`config.mk`:
```
export PLATFORM = sky130hd
export DESIGN_NAME = coeff_window_fetcher
export DESIGN_NICKNAME = d
export VERILOG_FILES = /design/src/rtl/coeff_window_fetcher_pkg.sv /design/src/rtl/coeff_window_fetcher_window_addr_gen.sv /design/src/rtl/coeff_window_fetcher.sv
export SDC_FILE = /design/constraint.sdc
export NUM_CORES = 1
export LEC_CHECK = 0
export CORE_MARGIN = 8
export CORE_UTILIZATION = 60
export DETAILED_ROUTE_END_ITERATION = 6
export PLACE_DENSITY = 0.9
export SYNTH_ARGS = -nofsm -noshare
export SYNTH_HDL_FRONTEND = slang
export SYNTH_SLANG_ARGS = --single-unit
```
`constraint.sdc`:
```
create_clock -name clk -period 13.5 [get_ports clk]
set_input_delay 2.7 -clock clk [delete_from_list [all_inputs] [get_ports clk]]
set_output_delay 2.7 -clock clk [all_outputs]
set_load 0.03 [all_outputs]
```
`src/rtl/coeff_window_fetcher_pkg.sv`:
```
// rtl/coeff_window_fetcher_pkg.sv - shared constants, slot offsets and FSM encodings
// Contents:
//   SB_*           subband codes, shared with the bit-plane coder
//   fetch_state_e  fetch FSM state encodings
//   slot_drow/dcol row/column offset of window slot k (k=0..8, row-major)
package coeff_window_fetcher_pkg;

  localparam logic [2:0] SB_LL  = 3'd0;
  localparam logic [2:0] SB_HL1 = 3'd1;
  localparam logic [2:0] SB_HL2 = 3'd2;
  localparam logic [2:0] SB_LH1 = 3'd3;
  localparam logic [2:0] SB_LH2 = 3'd4;
  localparam logic [2:0] SB_HH1 = 3'd5;
  localparam logic [2:0] SB_HH2 = 3'd6;

  localparam logic [3:0] LAST_SLOT = 4'd8;

  typedef enum logic [2:0] {
    ST_IDLE  = 3'd0,
    ST_FETCH = 3'd1,
    ST_DRAIN = 3'd2,
    ST_HOLD  = 3'd3,
    ST_DONE  = 3'd4
  } fetch_state_e;

  // Row offset of slot k: top row for 0..2, centre row for 3..5, bottom row for 6..8.
  function automatic logic signed [1:0] slot_drow(input logic [3:0] k);
    case (k)
      4'd0, 4'd1, 4'd2: slot_drow = 2'sb11;
      4'd3, 4'd4, 4'd5: slot_drow = 2'sb00;
      default:          slot_drow = 2'sb01;
    endcase
  endfunction

  // Column offset of slot k: left column for 0,3,6, centre for 1,4,7, right otherwise.
  function automatic logic signed [1:0] slot_dcol(input logic [3:0] k);
    case (k)
      4'd0, 4'd3, 4'd6: slot_dcol = 2'sb11;
      4'd1, 4'd4, 4'd7: slot_dcol = 2'sb00;
      default:          slot_dcol = 2'sb01;
    endcase
  endfunction

endpackage

```
`src/rtl/coeff_window_fetcher_window_addr_gen.sv`:
```
// rtl/coeff_window_fetcher_window_addr_gen.sv - neighbour range check and RAM address for one window slot
// Ports:
//   r, c             centre coefficient row/column
//   k                window slot 0..8
//   width, height    subband dimensions
//   base_addr        RAM address of coefficient (0,0)
//   in_range         neighbour lies inside the subband
//   ram_addr         base_addr + row*width + col (meaningful only when in_range)
module window_addr_gen
  import coeff_window_fetcher_pkg::*;
#(
  parameter int ADDR_W = 16,
  parameter int DIM_W  = 9
) (
  input  logic [DIM_W-1:0]  r,
  input  logic [DIM_W-1:0]  c,
  input  logic [3:0]        k,
  input  logic [DIM_W-1:0]  width,
  input  logic [DIM_W-1:0]  height,
  input  logic [ADDR_W-1:0] base_addr,
  output logic              in_range,
  output logic [ADDR_W-1:0] ram_addr
);

  logic signed [1:0]    drow;
  logic signed [1:0]    dcol;
  // Two extra bits: bit DIM_W holds r+1 == 2**DIM_W-ish overflow, MSB flags a -1 result.
  logic [DIM_W+1:0]     row_x;
  logic [DIM_W+1:0]     col_x;
  logic [2*DIM_W-1:0]   prod;

  always_comb begin
    drow     = slot_drow(k);
    dcol     = slot_dcol(k);
    row_x    = {2'b00, r} + {{DIM_W{drow[1]}}, drow};
    col_x    = {2'b00, c} + {{DIM_W{dcol[1]}}, dcol};
    in_range = !row_x[DIM_W+1] && !col_x[DIM_W+1] &&
               (row_x[DIM_W:0] < {1'b0, height}) &&
               (col_x[DIM_W:0] < {1'b0, width});
    prod     = {{DIM_W{1'b0}}, row_x[DIM_W-1:0]} * {{DIM_W{1'b0}}, width};
    ram_addr = base_addr + ADDR_W'(prod) + ADDR_W'(col_x[DIM_W-1:0]);
  end

endmodule

```
`src/rtl/coeff_window_fetcher.sv`:
```
// rtl/coeff_window_fetcher.sv - walks a subband and feeds zero-padded 3x3 windows to the bit-plane coder
// Ports:
//   clk, rst_n                  clock, asynchronous active-low reset
//   start                       begin a pass (ignored unless idle)
//   subband_in, base_addr,
//   width, height               pass parameters, latched at start
//   ram_rd, ram_addr, ram_q     coefficient RAM read port (1-cycle read latency)
//   data0..data8, subband       window to the coder, data4 is the centre
//   input_valid, code_ready     window strobe / coder idle
//   busy, done                  pass in progress / end-of-pass pulse
module coeff_window_fetcher
  import coeff_window_fetcher_pkg::*;
#(
  parameter int ADDR_W = 16,
  parameter int DATA_W = 16,
  parameter int DIM_W  = 9
) (
  input  logic              clk,
  input  logic              rst_n,
  input  logic              start,
  input  logic [2:0]        subband_in,
  input  logic [ADDR_W-1:0] base_addr,
  input  logic [DIM_W-1:0]  width,
  input  logic [DIM_W-1:0]  height,
  output logic              ram_rd,
  output logic [ADDR_W-1:0] ram_addr,
  input  logic [DATA_W-1:0] ram_q,
  output logic [DATA_W-1:0] data0,
  output logic [DATA_W-1:0] data1,
  output logic [DATA_W-1:0] data2,
  output logic [DATA_W-1:0] data3,
  output logic [DATA_W-1:0] data4,
  output logic [DATA_W-1:0] data5,
  output logic [DATA_W-1:0] data6,
  output logic [DATA_W-1:0] data7,
  output logic [DATA_W-1:0] data8,
  output logic [2:0]        subband,
  output logic              input_valid,
  input  logic              code_ready,
  output logic              busy,
  output logic              done
);

  fetch_state_e      state_q, state_d;
  logic [2:0]        sb_q, sb_d;
  logic [2:0]        sb_out_q, sb_out_d;
  logic [ADDR_W-1:0] base_q, base_d;
  logic [DIM_W-1:0]  width_q, width_d;
  logic [DIM_W-1:0]  height_q, height_d;
  logic [DIM_W-1:0]  r_q, r_d;
  logic [DIM_W-1:0]  c_q, c_d;
  logic [3:0]        k_q, k_d;
  logic [DATA_W-1:0] shadow_q [0:8];
  logic [DATA_W-1:0] shadow_d [0:8];
  logic [DATA_W-1:0] data_q [0:8];
  logic [DATA_W-1:0] data_d [0:8];
  logic              shadow_full_q, shadow_full_d;
  logic              coder_free_q, coder_free_d;
  logic              valid_q, valid_d;
  logic              rd_pend_q, rd_pend_d;
  logic [3:0]        rd_slot_q, rd_slot_d;
  logic              last_q, last_d;

  logic              in_range;
  logic [ADDR_W-1:0] gen_addr;
  logic              fire;
  logic              is_last;

  window_addr_gen #(
    .ADDR_W (ADDR_W),
    .DIM_W  (DIM_W)
  ) u_addr_gen (
    .r         (r_q),
    .c         (c_q),
    .k         (k_q),
    .width     (width_q),
    .height    (height_q),
    .base_addr (base_q),
    .in_range  (in_range),
    .ram_addr  (gen_addr)
  );

  assign fire    = (state_q == ST_HOLD) && shadow_full_q && coder_free_q && code_ready;
  assign is_last = (r_q == height_q - 1'b1) && (c_q == width_q - 1'b1);

  // State register
  always_ff @(posedge clk or negedge rst_n) begin
    if (!rst_n) state_q <= ST_IDLE;
    else        state_q <= state_d;
  end

  // Next-state logic
  always_comb begin
    state_d = state_q;
    case (state_q)
      ST_IDLE:  if (start) state_d = ST_FETCH;
      ST_FETCH: if (k_q == LAST_SLOT) state_d = ST_DRAIN;
      ST_DRAIN: state_d = ST_HOLD;
      ST_HOLD: begin
        // After the final copy, stay here until the coder frees up again.
        if (fire)                      state_d = is_last ? ST_HOLD : ST_FETCH;
        else if (last_q && coder_free_q) state_d = ST_DONE;
      end
      ST_DONE:  state_d = ST_IDLE;
      default:  state_d = ST_IDLE;
    endcase
  end

  // Output logic
  always_comb begin
    ram_rd   = 1'b0;
    busy     = (state_q != ST_IDLE);
    done     = (state_q == ST_DONE);
    if (state_q == ST_FETCH) ram_rd = in_range;
    ram_addr = ram_rd ? gen_addr : '0;
  end

  // Datapath: parameter latch, shadow fill, handshake and scan position
  always_comb begin
    sb_d          = sb_q;
    sb_out_d      = sb_out_q;
    base_d        = base_q;
    width_d       = width_q;
    height_d      = height_q;
    r_d           = r_q;
    c_d           = c_q;
    k_d           = k_q;
    shadow_d      = shadow_q;
    data_d        = data_q;
    shadow_full_d = shadow_full_q;
    coder_free_d  = coder_free_q;
    valid_d       = 1'b0;
    rd_pend_d     = 1'b0;
    rd_slot_d     = rd_slot_q;
    last_d        = last_q;

    // Read issued last cycle lands now.
    if (rd_pend_q) shadow_d[rd_slot_q] = ram_q;
    if (!coder_free_q && code_ready) coder_free_d = 1'b1;

    case (state_q)
      ST_IDLE: begin
        if (start) begin
          sb_d          = subband_in;
          base_d        = base_addr;
          width_d       = width;
          height_d      = height;
          r_d           = '0;
          c_d           = '0;
          k_d           = '0;
          last_d        = 1'b0;
          shadow_full_d = 1'b0;
        end
      end
      ST_FETCH: begin
        rd_pend_d = in_range;
        rd_slot_d = k_q;
        if (!in_range) shadow_d[k_q] = '0;
        k_d = (k_q == LAST_SLOT) ? 4'd0 : k_q + 4'd1;
      end
      ST_DRAIN: shadow_full_d = 1'b1;
      ST_HOLD: begin
        if (fire) begin
          valid_d       = 1'b1;
          data_d        = shadow_q;
          sb_out_d      = sb_q;
          shadow_full_d = 1'b0;
          coder_free_d  = 1'b0;
          if (is_last) begin
            last_d = 1'b1;
          end else if (c_q == width_q - 1'b1) begin
            c_d = '0;
            r_d = r_q + 1'b1;
          end else begin
            c_d = c_q + 1'b1;
          end
        end
      end
      default: ;
    endcase
  end

  always_ff @(posedge clk or negedge rst_n) begin
    if (!rst_n) begin
      sb_q          <= '0;
      sb_out_q      <= '0;
      base_q        <= '0;
      width_q       <= '0;
      height_q      <= '0;
      r_q           <= '0;
      c_q           <= '0;
      k_q           <= '0;
      shadow_full_q <= 1'b0;
      coder_free_q  <= 1'b1;
      valid_q       <= 1'b0;
      rd_pend_q     <= 1'b0;
      rd_slot_q     <= '0;
      last_q        <= 1'b0;
      for (int i = 0; i < 9; i++) begin
        shadow_q[i] <= '0;
        data_q[i]   <= '0;
      end
    end else begin
      sb_q          <= sb_d;
      sb_out_q      <= sb_out_d;
      base_q        <= base_d;
      width_q       <= width_d;
      height_q      <= height_d;
      r_q           <= r_d;
      c_q           <= c_d;
      k_q           <= k_d;
      shadow_full_q <= shadow_full_d;
      coder_free_q  <= coder_free_d;
      valid_q       <= valid_d;
      rd_pend_q     <= rd_pend_d;
      rd_slot_q     <= rd_slot_d;
      last_q        <= last_d;
      for (int i = 0; i < 9; i++) begin
        shadow_q[i] <= shadow_d[i];
        data_q[i]   <= data_d[i];
      end
    end
  end

  assign data0       = data_q[0];
  assign data1       = data_q[1];
  assign data2       = data_q[2];
  assign data3       = data_q[3];
  assign data4       = data_q[4];
  assign data5       = data_q[5];
  assign data6       = data_q[6];
  assign data7       = data_q[7];
  assign data8       = data_q[8];
  assign subband     = sb_out_q;
  assign input_valid = valid_q;

endmodule

```
# Word-level counts from Yosys, hierarchy flattened
# Index checks and enable logic that the tools add are counted.
word_totals:
  regBits: 362
  latch_bits: 0
  ram_bits: 0
  romBits: 0
  n_memories: 0
classes:
  add_sub_neg: 9
  multipliers: 1
  div_mod_pow: 0
  magnitude_cmp: 6
  n_eq_ne: 21
  n_shift: 0
  muxes: 41
  n_bitwise: 4
  reduce_logical: 32
op_table:
  columns: ["op", "count"]
  rows:
  - ["two-way mux 144 bit", 3]
  - ["bitwise AND 144 bit", 1]
  - ["bitwise mux 144 bit", 1]
  - ["inverter 144 bit", 1]
  - ["demux 16 bit (select 4 bit)", 2]
  - ["two-way mux 9 bit", 7]
  - ["two-way mux 16 bit", 3]
  - ["case mux 9 bit (2 select lines)", 2]
  - ["adder 10 x 2 -> 11 bit", 2]
  - ["less-than comparator 10 x 9 -> 1 bit", 2]
  - ["adder 9 x 1 -> 9 bit (second input constant)", 2]
  - ["== test 9 bit", 2]
  - ["subtractor 9 x 1 -> 9 bit (second input constant)", 2]
  - ["adder 16 bit", 1]
  - ["adder 16 x 9 -> 16 bit", 1]
  - ["== test 4 x 3 -> 1 bit (second input constant)", 4]
  - ["multiplier 9 x 9 -> 16 bit", 1]
  - ["two-way mux 3 bit", 4]
  - ["case mux 3 bit (4 select lines)", 1]
  - ["OR reduction 3 bit", 4]
  - ["logical AND 1 bit", 11]
  - [">= comparator 5 bit (second input constant)", 2]
  - ["less-than comparator 5 x 1 -> 1 bit (second input constant)", 2]
  - ["two-way mux 1 bit", 10]
  - ["26 further kinds", 43]

# Logic depth before layout (Yosys ltp)
# Gate-level depths: netlist of the first run.
logic_depth:
  word_depth: 10
  mapped_depth: 34

# Modules after synthesis
# Synthesis of the first run repeated with hierarchy kept, for this count alone.
unflattened:
  hier_cells: 2210
  area_unflattened_um2: 19677.6
by_module_without_submodules:
  columns: ["mod", "n_inst", "cells_each", "area_per_inst_um2", "seq_area_each_um2"]
  rows:
  - ["coeff_window_fetcher", 1, 1691, 15358.5, 9059.9]
  - ["window_addr_gen", 1, 519, 4319.1, 0.0]

# Worst setup path after synthesis of the first run
# No wires, ideal clock.
synth_timing:
  path_kind: "register to output"
  start: "reg k_q[0]"
  end: "out ram_addr[15]"
  t_arrival_ns: 7.539
  t_required_ns: 10.800
  path_slack_ns: 3.261
  path_stages_with_launch: 34
  path_buffers: 1
  cell_sequence: "dfrtp_1 inv_1 ha_1 clkbuf_1 or3_1 o21ai_0 nand2b_1 ha_1 ha_1 inv_1 nand2_1 a21oi_1 nor2_1 nor4_1 a21oi_1 xnor2_1 nand2_1 fa_1 inv_1 fa_1 inv_1 fa_1 inv_1 fa_1 inv_1 fa_1 inv_1 ha_1 or3_1 o21ai_0 o211ai_1 a221oi_1 xnor2_1 nor2_1"
synth_via:
  elab_chain_len: 10
synth_lines:
  columns: ["item", "line_no", "text"]
  rows:
  - ["start: declaration", "coeff_window_fetcher.sv:52", "logic [3:0] k_q, k_d;"]
  - ["start signal: assignment", "coeff_window_fetcher.sv:211", "k_q <= k_d;"]
  - ["parallel branches: the longest is 9 deep, another holds multiplier 9 x 9 -> 16 bit", null, null]
  - ["two-way mux 16 bit *", "coeff_window_fetcher.sv:115", "ram_addr = ram_rd ? gen_addr : '0;"]
  - ["end: declaration", "coeff_window_fetcher.sv:26", "output logic [ADDR_W-1:0] ram_addr,"]
# Mark *: on every way between the ends.

# Worst setup path in the final report of the first run
# Ends and elaborated chain as after synthesis.

==> impl_metrics.py, run 1 <==
metrics = {
    "sta": {
        "fmax_ghz": 0.0829,
        "maxSlewViolCount": 0,
        "clock_skew_ns": 0.0144,
        "finalHoldViolCount": 0,
        "finalSetupViolations": 0,
        "min_period_over_period_pct": 89.4,
        "fin_tns_setup_ns": 0,
        "relSlewSlack_pct": 21.9,
        "timing.final.crit_period_ns": 12.07,
        "rsz0062_at_grt": "no",
        "worst_pin_slew_ns": 1.17,
    },
    "worst_setup_path": {
        "reg2reg_slack_ns": 7.35,
        "worst_setup_path_start_kind": "flop",
        "cpPeakStageDelay_ns": 0.69,
        "worstPathMaxFanout": 10,
        "crit_arrival_ns": 9.37,
        "required_ns": 10.80,
        "cp-end-kind": "output pin",
        "crit_slowest_cell": "clkdlybuf4s50_1",
        "critical_path_class": "flop to output pin",
        "cp_common_cell": "inv_1",
    },
    "placement": {
        "dp_hpwl_mm": 36.9,
        "place.gp.congestion": 0.890,
        "port_buffers": 223,
    },
    "cts": {
        "postCtsSetupRepairBufs": 0,
        "cts-root-buf": "clkbuf_16",
        "cts_tree": "yes",
        "clk_path_buf_depth": 3,
        "cts_buffers": 38,
        "hold_buffers": 0,
        "clk_latency_ns": 0.54,
        "cts.sinks": 362,
        "clk_pin_slew_ns": 0.06,
        "cts-resized-gates": 0,
        "h-tree-depth": 2,
    },
    "die": {
        "row_count": 66,
        "core-area_mm2": 0.0322,
        "start_util_pct": 60.3,
        "dieArea_mm2": 0.0384,
        "die_h_um": 196,
        "io_pins": 224,
        "die_w_um": 196,
    },
    "logic_synthesis": {
        "synth_area_per_cell_um2": 8.85,
        "synth_seq_cells": 362,
        "seq_area_frac_synth_pct": 46.6,
        "synth_cells": 2196,
        "syn_nets": 2401,
        "yosysUniqueCellTypes": 76,
        "synth_edf_count": 0,
        "synth_area_mm2": 0.0194,
        "synth_ff_type": "dfrtp_1",
        "ys_warn_count": 0,
        "async_flop_share_pct": 100,
    },
    "drt": {
        "drcViolationCount": 0,
        "vias": 16300,
        "first_pass_iters": 5,
        "viasPerCell": 5.84,
        "ant_nets": 0,
        "drt_wl_total_mm": 54.2,
        "first_iter_violations": 1715,
        "wl_per_cell_um": 19.5,
    },
    "global_route": {
        "antenna_found_initial": 1,
        "track_usage_pct": 28.1,
        "grt_max_degree": 198,
        "grt_pass1_vias": 16700,
        "grt-ovfl-total": 0,
        "grt_pass1_wl_mm": 87.6,
    },
    "finish": {
        "layout.nets": 2553,
        "layout-drive-gt1-share_pct": 4.55,
        "syn_to_final_growth_pct": 18.7,
    },
    "status": {
        "status": "completed",
    },
    "hold_path": {
        "hold_path.class": "flop to flop",
    },
    "run": {
        "maxCapViolations": 0,
    },
}
-- path summary, 6_finish.rpt --
| check | startpoint | to | depth (start not counted) |
|---|---|---|---|
| min reg2reg | shadow_q[15] | data8[15] | 2 |
| max | k_q[0] | ram_addr[15] | 34 |
| min | shadow_q[15] | data8[15] | 2 |
| min in group asynchronous | rst_n | data5[2] | 1 |
| max reg2reg | k_q[0] | rd_pend_q | 16 |
| max in group asynchronous | rst_n | shadow_q[96] | 2 |
-- registers in the layout, indices dropped and copies added (netlist names), 16 cells and up, named ones only --
register	cells
base_q	16
data0	16
data1	16
data2	16
data3	16
data4	16
data5	16
data6	16
data7	16
data8	16
shadow_q	144
-- cell families after synthesis --
group	Yosys count	synth area share (%)
AND/OR/NAND/NOR	1068	22.8
XOR/XNOR	62	2.94
multiplexers	39	2.04
buffers and inverters	263	5.22
adder cells (fa/ha/maj)	148	12.3
flip-flops	362	46.6
AO/OA/AOI/OAI	254	8.08
-- critical path: cells and delay by family, from the launching register on --
kind                       cells  cell delay, ns
AOI/OAI and AO/OA              6            1.45
xor gates and xnor gates       2            0.27
buffers and inverters          9            1.41
DFF                            1            0.45
and+or+nand+nor                8            1.53
adders and majority gates      9            3.72
-- cells in the mapped netlist (3+ instances only) --
| master | number | area share, % |
|---|---|---|
| a21o_1 | 10 | 0.39 |
| fa_1 | 71 | 7.3 |
| nor2_1 | 95 | 1.8 |
| buf_4 | 3 | 0.12 |
| nor3_1 | 14 | 0.36 |
| nor3b_1 | 6 | 0.23 |
| ha_1 | 77 | 5.0 |
| buf_1 | 20 | 0.39 |
| nand3b_1 | 6 | 0.23 |
| and3_1 | 8 | 0.26 |
| o2111ai_1 | 3 | 0.14 |
| dfrtp_1 | 361 | 46 |
| a21oi_1 | 137 | 3.5 |
| o21a_1 | 6 | 0.23 |
| xnor2_1 | 33 | 1.5 |
| and2_1 | 47 | 1.5 |
| or2_2 | 5 | 0.16 |
| inv_1 | 140 | 2.7 |
| or3_1 | 6 | 0.19 |
| o21ai_0 | 52 | 1.3 |
| nand2b_1 | 13 | 0.42 |
| nor4_1 | 6 | 0.19 |
| o31ai_1 | 4 | 0.15 |
| a211oi_1 | 5 | 0.19 |
| nor2b_1 | 7 | 0.23 |
| a21oi_2 | 7 | 0.32 |
| nand4_1 | 8 | 0.26 |
| buf_2 | 6 | 0.15 |
| nand2_1 | 809 | 16 |
| clkbuf_1 | 92 | 1.8 |
| mux2i_1 | 37 | 1.9 |
| nand3_1 | 26 | 0.67 |
| xor2_1 | 27 | 1.2 |
-- cell type report --
type | instances | area [µm²]
Clock buffer | 55 | 1110
Antenna cell | 1 | 2.50
Inverter | 141 | 532
Tap cell | 408 | 510
Timing Repair Buffer | 234 | 2330
Multi-Input combinational cell | 1571 | 9370
Clock inverter | 11 | 138
Sequential cell | 362 | 9060
Fill cell | 2263 | 9150
-- cells in the final DEF (no fill, tap or decap), types with 3 or more instances in the layout --
cell and count:
o21a_1 6, clkbuf_16 38, mux2i_1 37, o21ai_0 52, nor3b_1 6, or3_1 5
xor2_1 27, buf_4 10, ha_1 77, fa_1 71, a211oi_1 5, and2_1 47
nand4_1 8, or2_2 5, nor4_1 6, nand3b_1 6, nand2_1 809, nor2b_1 7
nand2b_1 13, o31ai_1 4, o2111ai_1 3, inv_1 140, dfrtp_1 361, a21oi_1 137
clkdlybuf4s50_1 222, clkinv_2 4, a21o_1 10, and3_1 8, nor3_1 14, nand3_1 26
clkbuf_8 10, clkbuf_1 7, xnor2_1 33, a21oi_2 7, nor2_1 94
-- per-stage QoR --
step	utilization (%)	hold slack (ns)	instances	cell area (µm²)	worst slack (ns)
final	71.6	0.465	2783	23100	1.43
after global routing	71.6	0.481	2783	23100	0.953
after CTS	71.6	0.466	2782	23100	1.48
after detailed placement	67.7	0.449	2716	21800	2.07
after global placement	67.7	0.444	2716	21800	2.40
after floorplan	-	0.438	2196	19400	3.26
-- per-layer routing --
| layer | track usage (%) | part of all wire, % |
|---|---|---|
| met1 | 35.4 | 39 |
| met4 | 12.8 | 4.6 |
| met2 | 47.2 | 48 |
| met5 | 0 | 0 |
| met3 | 4.68 | 7.8 |
Power of run 1 is not shown: default switching activity piles up to over one toggle a cycle in this logic, so the estimate is an artifact.
==> inputs of run 2 (changes only) <==
--- a/config.mk
+++ b/config.mk
@@ -8,6 +8,7 @@
 export CORE_MARGIN = 8
 export CORE_UTILIZATION = 60
 export DETAILED_ROUTE_END_ITERATION = 6
+export GPL_TIMING_DRIVEN = 0
 export PLACE_DENSITY = 0.9
 export SYNTH_ARGS = -nofsm -noshare
 export SYNTH_HDL_FRONTEND = slang
==> run 2 against run 1 <==
Routed wire length increased by 4.5%; flip-flop and latch count unchanged; count of clock-buffer cells in the layout down 4; maximum frequency fell by 4.6%; worst setup slack worse by 0.58 ns; critical path depth is 2 lower; die area unchanged; via count is 2.1% higher; final area up 1.3%; non-clock buffer count grew 97; largest cell class unchanged.
==> impl_metrics.py, run 2 (synthesized netlist as in run 1, its figures left out) <==
metrics = {
    "cts": {
        "cts_buffers": 38,
        "clk_path_buf_depth": 3,
        "cts-resized-gates": 0,
        "h-tree-depth": 2,
        "cts.sinks": 362,
        "postCtsSetupRepairBufs": 0,
        "clk_latency_ns": 0.54,
        "hold_buffers": 0,
        "cts_tree": "yes",
        "clk_pin_slew_ns": 0.06,
        "cts-root-buf": "clkbuf_16",
    },
    "die": {
        "start_util_pct": 60.3,
        "io_pins": 224,
        "row_count": 66,
        "dieArea_mm2": 0.0384,
        "core-area_mm2": 0.0322,
        "die_w_um": 196,
        "die_h_um": 196,
    },
    "drt": {
        "drt_wl_total_mm": 56.6,
        "first_iter_violations": 1700,
        "viasPerCell": 5.77,
        "wl_per_cell_um": 19.7,
        "first_pass_iters": 6,
        "vias": 16600,
        "drcViolationCount": 0,
        "ant_nets": 0,
    },
    "sta": {
        "rsz0062_at_grt": "no",
        "fin_tns_setup_ns": 0,
        "finalSetupViolations": 0,
        "relSlewSlack_pct": 22.3,
        "fmax_ghz": 0.0791,
        "timing.final.crit_period_ns": 12.65,
        "clock_skew_ns": 0.0163,
        "fin_ws_ns": 0.854,
        "maxSlewViolCount": 0,
        "min_period_over_period_pct": 93.7,
        "worst_pin_slew_ns": 1.17,
        "finalHoldViolCount": 0,
    },
    "worst_setup_path": {
        "crit_arrival_ns": 9.95,
        "worst_setup_path_start_kind": "flop",
        "crit_slowest_cell": "xnor2_1",
        "cpPeakStageDelay_ns": 0.76,
        "cp-end-kind": "output pin",
        "worstPathMaxFanout": 10,
        "required_ns": 10.80,
        "critical_path_class": "flop to output pin",
    },
    "status": {
        "status": "completed",
    },
    "global_route": {
        "grt_max_degree": 134,
        "track_usage_pct": 29.3,
        "top_usage_layer": "met2",
        "met3_usage_pct": 5.62,
        "met2_usage_pct": 49.4,
        "grt_pass1_vias": 17100,
        "grt-ovfl-total": 0,
        "grt_pass1_wl_mm": 90.6,
        "met1_usage_pct": 35.7,
        "antenna_found_initial": 0,
    },
    "finish": {
        "most-common-layout-cells": "809 x nand2_1, 361 x dfrtp_1, 206 x clkdlybuf4s50_1, 140 x inv_1, 137 x a21oi_1",
        "antenna-diode-count": 0,
        "final_common_cell": "nand2_1",
        "largest_reg_flops": 144,
        "layout.nets": 2650,
        "layout-drive-gt1-share_pct": 4.33,
        "syn_to_final_growth_pct": 20.2,
        "largest-register": "shadow_q",
        "final_cells": 2878,
    },
    "placement": {
        "dp_hpwl_mm": 40.0,
        "port_buffers": 207,
        "place.gp.congestion": 0.915,
        "dp_cells": 2813,
        "dp_worst_setup_slack_ns": 1.66,
    },
    "hold_path": {
        "hold_path.class": "flop to flop",
    },
    "run": {
        "maxCapViolations": 0,
    },
}
[run 2: changes by cell type in the layout (fill, tap and decap cells not counted), moves of 3 or more]
cell and change:
buf_4 -7, clkdlybuf4s50_1 -16, bufinv_16 +3, clkbuf_1 +91, buf_1 +20, buf_2 +6
clkbuf_8 -4
[run 2: worst max-delay path, delay by kind of cell, from the launching register on]
kind,cells,cell delay [ns]
fa+ha+maj,9,3.67
flops,1,0.43
simple gates,8,1.62
xor+xnor,2,0.87
buf+inv,7,1.26
compound gates,6,1.58
[run 2: layout make-up]
cell class	count	area, µm²
timing repair buffer	209	2130
clock inverter	14	203
clock buffer	51	1080
multi-input combinational	1571	9360
sequential	362	9060
inverter	141	529
fill	2143	8850
buffer	122	484
tap	408	510
[run 2: per-layer routing]
metal,share of wire (%),routed length (µm)
met5,0,0
met3,8.9,5020
met1,37,21000
met2,48,27400
met4,5.7,3210
[run 2: metrics by stage]
step | utilization [%] | hold slack (ns) | cell area (µm²)
floorplan | - | 0.438 | 19400
global placement | 68.3 | 0.446 | 22000
detailed placement | 68.5 | 0.455 | 22100
CTS | 72.5 | 0.471 | 23400
global route | 72.5 | 0.489 | 23400
finish | 72.5 | 0.465 | 23400
[run 2: path summary, 6_finish.rpt]
check / from / endpoint / slack (ns) / depth (start not counted)
min in group asynchronous: rst_n / data5[4] / 2.22 / 1
max in group asynchronous: rst_n / data8[10] / 10.13 / 2
hold reg to reg: shadow_q[8] / data8[8] / 0.47 / 2
setup / recovery: k_q[0] / ram_addr[15] / 0.85 / 32
setup reg to reg: k_q[0] / rd_pend_q / 7.00 / 23
hold / removal: shadow_q[8] / data8[8] / 0.47 / 2
Power of run 2 is left out for the same reason.
==> inputs of run 3 (changes only) <==
--- a/config.mk
+++ b/config.mk
@@ -5,11 +5,12 @@
 export SDC_FILE = /design/constraint.sdc
 export NUM_CORES = 1
 export LEC_CHECK = 0
-export CORE_MARGIN = 8
+export CORE_MARGIN = 1
 export CORE_UTILIZATION = 60
 export DETAILED_ROUTE_END_ITERATION = 6
+export DONT_BUFFER_PORTS = 1
 export GPL_TIMING_DRIVEN = 0
-export PLACE_DENSITY = 0.9
+export PLACE_DENSITY = 0.81
 export SYNTH_ARGS = -nofsm -noshare
 export SYNTH_HDL_FRONTEND = slang
 export SYNTH_SLANG_ARGS = --single-unit
==> run 3 against run 2 <==
Count of clock-buffer cells in the layout increased by 4; flip-flop and latch count unchanged; highest routed layer unchanged; sequential share of layout area increased by 3.9 points; final cell count decreased by 7.4%; critical endpoint unchanged; the run now ends with DRC left; worst hold slack got worse by 0.00092 ns; critical path type unchanged.
==> impl_metrics.py, run 3 (synthesized netlist as in run 1, its figures left out) <==
metrics = {
    "status": {
        "status": "finished with violations",
        "failed_checks": "DRC",
    },
    "cts": {
        "cts_buffers": 38,
        "postCtsSetupRepairBufs": 0,
        "cts-resized-gates": 0,
        "h-tree-depth": 2,
        "clk_pin_slew_ns": 0.06,
        "cts_tree": "yes",
        "clk_path_buf_depth": 3,
        "cts-root-buf": "clkbuf_16",
        "cts.sinks": 362,
        "clk_latency_ns": 0.55,
        "hold_buffers": 0,
    },
    "worst_setup_path": {
        "worst_setup_path_start_kind": "flop",
        "cp_common_cell": "inv_1",
        "cpPeakStageDelay_ns": 0.75,
        "reg2reg_slack_ns": 6.73,
        "worstPathMaxFanout": 10,
        "cp.buffers_inverters": 8,
        "crit_arrival_ns": 9.39,
        "required_ns": 10.80,
        "critical_path_class": "flop to output pin",
        "cp-startpoint": "k_q[0]",
        "cp-end-kind": "output pin",
        "crit_family": "adder cells",
        "reg2reg_depth": 23,
        "crit_cells": 33,
        "r2r_end": "rd_pend_q",
        "worst_r2r_startpoint": "k_q[0]",
        "crit_slowest_cell": "xnor2_1",
        "setup.worst_path.end": "ram_addr[15]",
    },
    "finish": {
        "most-common-layout-cells": "809 x nand2_1, 361 x dfrtp_1, 140 x inv_1, 137 x a21oi_1, 97 x clkbuf_1",
        "fill_cells": 2489,
        "final_common_cell": "nand2_1",
        "antenna-diode-count": 0,
        "layout.nets": 2441,
        "final_cells": 2665,
        "layout-drive-gt1-share_pct": 4.73,
        "largest_reg_flops": 144,
        "largest-register": "shadow_q",
        "syn_to_final_growth_pct": 9.34,
    },
    "drt": {
        "drt_wl_total_mm": 50.2,
        "first_pass_iters": 7,
        "drcViolationCount": 3,
        "vias": 15300,
        "first_iter_violations": 1623,
        "ant_nets": 0,
        "wl_per_cell_um": 18.8,
        "viasPerCell": 5.73,
    },
    "die": {
        "die_h_um": 182,
        "io_pins": 224,
        "dieArea_mm2": 0.0331,
        "start_util_pct": 61.3,
        "die_w_um": 182,
        "row_count": 65,
        "core-area_mm2": 0.0317,
    },
    "placement": {
        "port_buffers": 0,
        "dp_hpwl_mm": 35.4,
        "dp_cells": 2598,
        "place.gp.congestion": 0.895,
    },
    "sta": {
        "min_period_over_period_pct": 89.5,
        "clock_skew_ns": 0.0224,
        "maxSlewViolCount": 0,
        "worst_pin_slew_ns": 1.20,
        "fin_tns_setup_ns": 0,
        "fmax_ghz": 0.0827,
        "relSlewSlack_pct": 20.1,
        "rsz0062_at_grt": "no",
        "finalHoldViolCount": 0,
        "timing.final.crit_period_ns": 12.09,
        "finalSetupViolations": 0,
    },
    "hold_path": {
        "hold_path.class": "flop to flop",
    },
    "global_route": {
        "antenna_found_initial": 1,
        "grt_pass1_vias": 15300,
        "grt-ovfl-total": 0,
        "grt_pass1_wl_mm": 80.9,
        "track_usage_pct": 31.2,
        "grt_max_degree": 363,
    },
    "run": {
        "maxCapViolations": 0,
    },
}
## run 3: changes by cell type in the layout (fill, tap and decap cells not counted)
cell | before | now
bufinv_16 | 4 | 3
buf_16 | 2 | 0
clkbuf_1 | 98 | 97
clkinv_4 | 3 | 1
buf_8 | 1 | 0
clkdlybuf4s50_1 | 206 | 0
clkbuf_8 | 6 | 11
clkinv_2 | 4 | 5
## run 3: final cells by class
| type | count | area (µm²) | area share, % |
|---|---|---|---|
| Inverter | 141 | 529 | 2.49 |
| Multi-Input combinational cell | 1571 | 9360 | 44.1 |
| Tap cell | 402 | 503 | 2.37 |
| Clock buffer | 55 | 1150 | 5.40 |
| Sequential cell | 362 | 9060 | 42.6 |
| Clock inverter | 12 | 160 | 0.754 |
| Buffer | 122 | 484 | 2.28 |
## run 3: per-layer routing
layer,share of wire (%),GRT usage [%],vias up
li1,-,-,7030
met1,39,39.4,7443
met2,48,51.6,657
met3,9.1,7.48,140
met4,4.1,12.9,0
met5,0,0,-
## run 3: worst reg2reg max path, delay by kind of cell (launching register included)
kind | cells | cell delay [ns]
fa+ha+maj | 4 | 1.18
compound gates | 7 | 1.66
simple gates | 6 | 1.39
buf+inv | 5 | 1.20
xor+xnor | 1 | 0.75
flops | 1 | 0.45
## run 3: how the worst min path moves through the flow
stage	from	endpoint	slack (ns)	depth (start not counted)
floorplan	shadow_q[112]	data1[0]	0.44	2
global placement	shadow_q[79]	data4[15]	0.44	2
detailed placement	shadow_q[133]	data0[5]	0.46	2
CTS	shadow_q[16]	data7[0]	0.47	2
global route	shadow_q[33]	data6[1]	0.48	2
finish	shadow_q[33]	data6[1]	0.46	2
## run 3: per-stage QoR
| stage | instance area (µm²) | hold WS (ns) | util, % | setup slack [ns] |
|---|---|---|---|---|
| after floorplan | 19400 | 0.438 | - | 3.26 |
| after global placement | 19900 | 0.441 | 62.8 | 2.11 |
| after detailed placement | 19900 | 0.455 | 62.9 | 2.02 |
| after CTS | 21200 | 0.468 | 67.0 | 1.42 |
| after global routing | 21200 | 0.479 | 67.0 | 0.885 |
| final | 21200 | 0.465 | 67.0 | 1.41 |
Power of run 3 is left out for the same reason.
